[config.mk]
export PLATFORM = sky130hd
export DESIGN_NAME = imem_port_arbiter
export DESIGN_NICKNAME = d
export VERILOG_FILES = /design/src/rtl/imem_port_arbiter.sv
export SDC_FILE = /design/constraint.sdc
export NUM_CORES = 1
export LEC_CHECK = 0
export CAP_MARGIN = 20
export CORE_ASPECT_RATIO = 0.8
export CORE_MARGIN = 4
export CORE_UTILIZATION = 43
export DETAILED_ROUTE_END_ITERATION = 16
export PLACE_DENSITY = 0.8
export SKIP_LAST_GASP = 1
export SYNTH_ARGS = -nofsm -noshare
export SYNTH_HDL_FRONTEND = slang
export SYNTH_SLANG_ARGS = --single-unit
[constraint.sdc]
create_clock -name clk -period 1.9 [get_ports clk]
set_input_delay 0.38 -clock clk [delete_from_list [all_inputs] [get_ports clk]]
set_output_delay 0.38 -clock clk [all_outputs]
set_load 0.02 [all_outputs]
[src/rtl/imem_port_arbiter.sv]
// imem_port_arbiter: shares one memory port between the instruction fetch
// side and the load/store side. A single transaction is in flight at a time.
// Ties alternate between the two sides, a wait counter aborts stalled
// transactions, and a branch flush discards the in-flight fetch result.
module imem_port_arbiter #(
  parameter int unsigned TIMEOUT = 16
) (
  input  logic        clk,
  input  logic        rst,
  input  logic        if_req,
  input  logic [31:0] if_addr,
  input  logic        if_flush,
  output logic        if_ack,
  output logic        if_err,
  output logic [31:0] if_rdata,
  input  logic        d_req,
  input  logic        d_we,
  input  logic [1:0]  d_size,
  input  logic [31:0] d_addr,
  input  logic [31:0] d_wdata,
  output logic        d_ack,
  output logic        d_err,
  output logic [31:0] d_rdata,
  output logic        m_req,
  output logic        m_we,
  output logic [1:0]  m_size,
  output logic [31:0] m_addr,
  output logic [31:0] m_wdata,
  input  logic        m_ready,
  input  logic [31:0] m_rdata
);

  typedef enum logic [1:0] {IDLE, I_BUSY, D_BUSY} state_t;

  localparam logic [7:0] TMO = 8'(TIMEOUT);

  state_t     state, state_nxt;
  logic       last_d;     // 1: data side was granted last
  logic       kill;       // in-flight fetch was flushed
  logic [7:0] wait_cnt, cnt_inc;
  logic       grant_i, grant_d, tmo, done, fetch_live;

  // State register
  always_ff @(posedge clk or negedge rst) begin
    if (!rst) state <= IDLE;
    else      state <= state_nxt;
  end

  // Next-state: grant arbitration in IDLE, completion/timeout in busy states
  always_comb begin
    state_nxt  = state;
    cnt_inc    = wait_cnt + 8'd1;
    // m_ready wins over a timeout landing in the same cycle
    tmo        = !m_ready && (cnt_inc == TMO);
    done       = m_ready || tmo;
    grant_i    = (state == IDLE) && if_req && !if_flush && (!d_req || last_d);
    grant_d    = (state == IDLE) && d_req && !grant_i;
    fetch_live = !kill && !if_flush;
    case (state)
      IDLE: begin
        if (grant_i)      state_nxt = I_BUSY;
        else if (grant_d) state_nxt = D_BUSY;
      end
      I_BUSY, D_BUSY: if (done) state_nxt = IDLE;
      default:          state_nxt = IDLE;
    endcase
  end

  // Registered outputs, wait counter, kill flag and tie-break history
  always_ff @(posedge clk or negedge rst) begin
    if (!rst) begin
      if_ack   <= 1'b0;
      if_err   <= 1'b0;
      if_rdata <= '0;
      d_ack    <= 1'b0;
      d_err    <= 1'b0;
      d_rdata  <= '0;
      m_req    <= 1'b0;
      m_we     <= 1'b0;
      m_size   <= '0;
      m_addr   <= '0;
      m_wdata  <= '0;
      wait_cnt <= '0;
      kill     <= 1'b0;
      last_d   <= 1'b1;
    end else begin
      if_ack <= 1'b0;
      if_err <= 1'b0;
      d_ack  <= 1'b0;
      d_err  <= 1'b0;
      case (state)
        IDLE: begin
          kill     <= 1'b0;
          wait_cnt <= '0;
          if (grant_i) begin
            m_req   <= 1'b1;
            m_we    <= 1'b0;
            m_size  <= 2'b10;
            m_addr  <= if_addr;
            m_wdata <= '0;
            last_d  <= 1'b0;
          end else if (grant_d) begin
            m_req   <= 1'b1;
            m_we    <= d_we;
            m_size  <= d_size;
            m_addr  <= d_addr;
            m_wdata <= d_wdata;
            last_d  <= 1'b1;
          end
        end
        I_BUSY: begin
          if (if_flush) kill <= 1'b1;
          if (done) begin
            m_req    <= 1'b0;
            wait_cnt <= '0;
            kill     <= 1'b0;
            // a flushed fetch completes on the bus but is invisible upstream
            if (fetch_live) begin
              if_ack   <= 1'b1;
              if_err   <= tmo;
              if_rdata <= m_ready ? m_rdata : '0;
            end
          end else begin
            wait_cnt <= cnt_inc;
          end
        end
        D_BUSY: begin
          if (done) begin
            m_req    <= 1'b0;
            wait_cnt <= '0;
            d_ack    <= 1'b1;
            d_err    <= tmo;
            d_rdata  <= (m_ready && !m_we) ? m_rdata : '0;
          end else begin
            wait_cnt <= cnt_inc;
          end
        end
        default: m_req <= 1'b0;
      endcase
    end
  end

endmodule

After elaboration in Yosys (flattened, before gate mapping)
Index checks and enable logic that the tools add are counted.

Bits in registers: 148. Bits of input ports: 137. Output and inout port bits: 136. Logic and storage cells: 82.

Add/sub/neg operators: 1. Eq/ne operators: 6. Multiplexer cells: 34. Reductions and logical operators: 26.

Operators with widths (number): $mux 32 (6); $mux 1 (18); $pmux 8 s2 (1); $mux 2 (5); $add 8x1->8 const B (1); $eq 8x5->1 const B (1); $logic_and 1x1->1 (8); $mux 8 (1); $reduce_and 2->1 (4); $logic_not 1->1 (6); $ne 3x3->1 const B (2); $reduce_bool 2->1 (3); $pmux 1 s2 (2); $pmux 2 s2 (1); $reduce_and 3->1 (1); $eq 2x1->1 const B (1); $eq 2x2->1 const B (1); $logic_not 2->1 (1); $logic_or 1x1->1 (2); $ne 2x1->1 const B (1); $reduce_or 2->1 (1).

Logic depth before layout (Yosys ltp)
Gate-level depths: netlist of run 1.

Depth after elaboration: 9. Mapped depth: 9. Mapped depth without buffers: 6.

Worst setup path before layout of run 1
Ideal clock, no wire load.

Path type: reg-to-reg. Start point: register state[1]. End point: register if_rdata[10]. Setup time: 0.125 ns. Arrival: 1.598 ns. Required time: 1.775 ns. Setup slack: 0.176 ns. Stages on the path, launching flop included: 8. Path buffers: 2. Clock period less this slack: 1.724 ns. Cell sequence: dfrtp_1 > inv_1 > ha_1 > or3b_1 > buf_2 > clkbuf_1 > a22oi_1 > o21ai_2.

Cells in the longest elaborated chain, start to end: 2.

Ends and longest elaborated chain: from (decl) (line 37) `state_t state, state_nxt;`; from (signal assigned) (line 46) `else state <= state_nxt;`; $eq 2x1->1 (line 91) `case (state)`; $reduce_and 3->1 (no source line); to (signal assigned) (line 121) `if_rdata <= m_ready ? m_rdata : '0;`; to (decl) (line 15) `output logic [31:0] if_rdata,`.

No other way between the ends. A chain may end at the register's enable or synchronous reset.

Worst setup path in the final report of run 1
Start point: register if_rdata[29]. End point: output port if_rdata[29].

No word-level cell between the ends.

==> impl_metrics.env, run 1 <==
export IMPL_port_buffers=272
export IMPL_cts_buffer_depth=2
export IMPL_ys_seq_area_share_pct=56.1
export IMPL_syn_inst=601
export IMPL_cp_arrival_ps=1470
export IMPL_p_leak_nw=4.74
export IMPL_async_flop_share_pct=100
export IMPL_finalMaxSlewViolations=0
export IMPL_dieArea_um2=17400
export IMPL_max_slew_margin_pct=67.0
export IMPL_globalRouteMet2Util_pct=35.2
export IMPL_required_ps=1520
export IMPL_setup_viol=0
export IMPL_max_freq_ghz=0.540
export IMPL_synth_area_per_cell_um2=11.0
export IMPL_crit_chain="clkdlybuf4s50_1"
export IMPL_cp_num_buf_inv=1
export IMPL_coreArea_um2=15100
export IMPL_clkLatencyLatePin_ps=420
export IMPL_grt_max_degree=45
export IMPL_start_util_pct=43.9
export IMPL_fp_row_count=40
export IMPL_finalCritPeriodShare_pct=97.5
export IMPL_maxCapViolCount=0
export IMPL_clock_root_buffer="clkbuf_16"
export IMPL_cts_htree_levels=4
export IMPL_post_place_cells=1070
export IMPL_tightest_slew_ps=490
export IMPL_top_usage_layer="met2"
export IMPL_synth_top_cell_by_area="dfrtp_1"
export IMPL_cp_start_kind="register"
export IMPL_area_growth_pct=56.8
export IMPL_status="finished clean"
export IMPL_yosys_area_share_simple_pct=6.02
export IMPL_synth_compound_area_share_pct=24.2
export IMPL_cts_tree="done"
export IMPL_synthesis_area_um2=6610
export IMPL_synth_xor_area_share_pct=0
export IMPL_power_density_nw_per_um2=1550
export IMPL_synth_nets=743
export IMPL_dieHeight_um=119
export IMPL_wirelength_mm=19.5
export IMPL_grtUsageTotal_pct=22.3
export IMPL_pin_count=273
export IMPL_routedWlPerCell_um=17.7
export IMPL_drive_gt1_share_pct=11.5
export IMPL_numClockSinks=148
export IMPL_crit_slowest_cell="clkdlybuf4s50_1"
export IMPL_grt_met1_usage_pct=28.7
export IMPL_layout_setup_ws_ps=47.2
export IMPL_place_congestion=0.797
export IMPL_synth_top_cell_area_share_pct=55.7
export IMPL_muxShareOfSynthArea_pct=5.15
export IMPL_yosys_warnings=0
export IMPL_min_path_type="in2async"
export IMPL_drt_iter0_drc=332
export IMPL_total_power_mw=16.0
export IMPL_ys_seq_elements=148
export IMPL_period_needed_ps=1850
export IMPL_synth_cell_types=42
export IMPL_grt_pass1_wl_mm=30.8
export IMPL_met3_usage_pct=8.63
export IMPL_antenna_found_initial=0
export IMPL_firstDrtPassIters=5
export IMPL_cts_clk_slew_worst_paths_ps=60
export IMPL_final_nets=1022
export IMPL_via_per_inst=5.11
export IMPL_synth_top_family_by_area="compound AO/OA/AOI/OAI gates"
export IMPL_dp_slack_ps=-200
export IMPL_rsz0062_at_grt="no"
export IMPL_skew_ps=7.58
export IMPL_grt_pass1_vias=5618
export IMPL_synth_fa_ha_area_share_pct=0.947
export IMPL_fin_cells=1102
export IMPL_synth_edff_count=0
export IMPL_critical_path_class="reg2out"
export IMPL_cp_end_kind="primary output"
export IMPL_dp_hpwl_mm=14.3
export IMPL_yosys_top_cells_area="dfrtp_1 (56%), o21ai_0 (5.6%), mux2i_1 (5.1%), a22o_1 (4.5%), a2bb2oi_1 (4.4%)"
export IMPL_hold_violations=0
export IMPL_ant_nets=0
export IMPL_num_vias=5630
export IMPL_drc=0
export IMPL_globalRoute_totalOverflow=0
export IMPL_ir_drop_mv=0.919
export IMPL_ys_flop_type="dfrtp_1"
export IMPL_die_x_um=147
export IMPL_crit_fanout=3
export IMPL_path_delay_family="buffers and inverters"
export IMPL_n_antenna_cell=0
export IMPL_crit_path_max_incr_delay_ps=650
export IMPL_numCtsBuffers=17
-- synth_stat cells, types with 6 or more instances --
master and count:
a22o_1 34, nand3_1 6, o21ai_2 31, o211ai_1 6, nor2_1 6, o21ai_0 74, a22oi_1 32, dfrtp_1 147
mux2i_1 34, buf_2 23, clkbuf_1 12, nand2_1 46, a2bb2oi_1 33, inv_1 71
-- kinds of logic after synthesis --
family,after synthesis
compound gates,221
flops,148
buf+inv,112
simple gates,81
mux,34
fa+ha+maj,5
-- where the power goes --
part	internal (mW)	leakage (nW)	total, mW	switching, mW
Clock	2.06	0.286	3.38	1.32
Sequential	4.34	1.69	5.10	0.754
Combinational	3.77	2.76	7.56	3.79
-- area by class of cell --
cell class                 count  area (µm²)
tap                          210         263
clock buffer                  18         429
inverter                      71         267
sequential                   148        3700
multi-input combinational    341        2430
fill                        1091        4700
clock inverter                13         160
timing repair buffer         301        3110
-- path summary, 6_finish.rpt --
path,from,depth (start not counted),slack (ps),end
max,if_rdata[29],1,50,if_rdata[29]
min,rst,2,430,d_ack
max reg2reg,state[0],5,140,wait_cnt[4]
min reg2reg,last_d,2,500,last_d
max in group asynchronous,rst,3,880,last_d
min in group clk,last_d,2,500,last_d
-- sequential cells by signal (all words and copies together), names as in the netlist, 2 cells and up --
| name | flops |
|---|---|
| m_size | 2 |
| m_wdata | 32 |
| m_addr | 32 |
| wait_cnt | 8 |
| if_rdata | 32 |
| d_rdata | 32 |
| state | 2 |
-- metal layers --
| layer | part of all wire, % | wire (µm) |
|---|---|---|
| met2 | 48 | 9290 |
| met3 | 10 | 1950 |
| met4 | 1.8 | 357 |
| met5 | 0 | 0 |
| met1 | 41 | 7900 |
-- placed cells by master (no fill, tap or decap), types with 2 or more instances in the layout --
cell             synthesis  final
nand2b_1                 2      2
buf_4                    0     15
o21ai_0                 74     73
nand2_1                 46     46
bufinv_16                0      3
a2bb2oi_1               33     33
a21oi_4                  1      2
nor4b_1                  2      2
inv_1                   71     71
clkinvlp_4               0      2
nand3_1                  6      6
ha_1                     5      5
buf_12                   3     13
nor2b_1                  4      4
mux2i_1                 34     34
clkdlybuf4s50_1          0    270
a22o_1                  34     34
o211ai_1                 6      6
clkinv_4                 0      3
a22oi_1                 32     32
nor3_1                   2      2
clkbuf_16                0     17
o21ai_2                 31     31
or2_2                    2      2
clkinv_2                 0      4
o21ai_1                  4      4
dfrtp_1                147    147
nor2_1                   6      5
-- per-stage QoR --
stage | TNS, ps | utilization, % | instance area (µm²) | hold WS [ps]
final | 0 | 68.8 | 10400 | 433
after global routing | 0 | 68.8 | 10400 | 464
after floorplan | 0 | - | 6610 | 84.4
after detailed placement | -7130 | 64.8 | 9760 | 303
after CTS | 0 | 68.8 | 10400 | 425
after global placement | -5140 | 64.8 | 9760 | 303
-- repair_timing --
action / 4_1_cts / 5_1_grt
endpoints found under the hold margin: 32 / 0
setup endpoints to repair: 1 / 2
gates resized for setup: 1 / 2
hold buffers: 1 / 0
buffers inserted: 0 / 0
pin swaps: 0 / 0
Note: power is estimated with default switching activity, not from simulation.
==> run 2, diff against run 1 <==
Settings changed: SKIP_LAST_GASP 1 to not set.
==> results of run 2 <==
Final layout, timing and power as in run 1 (identical DEF).
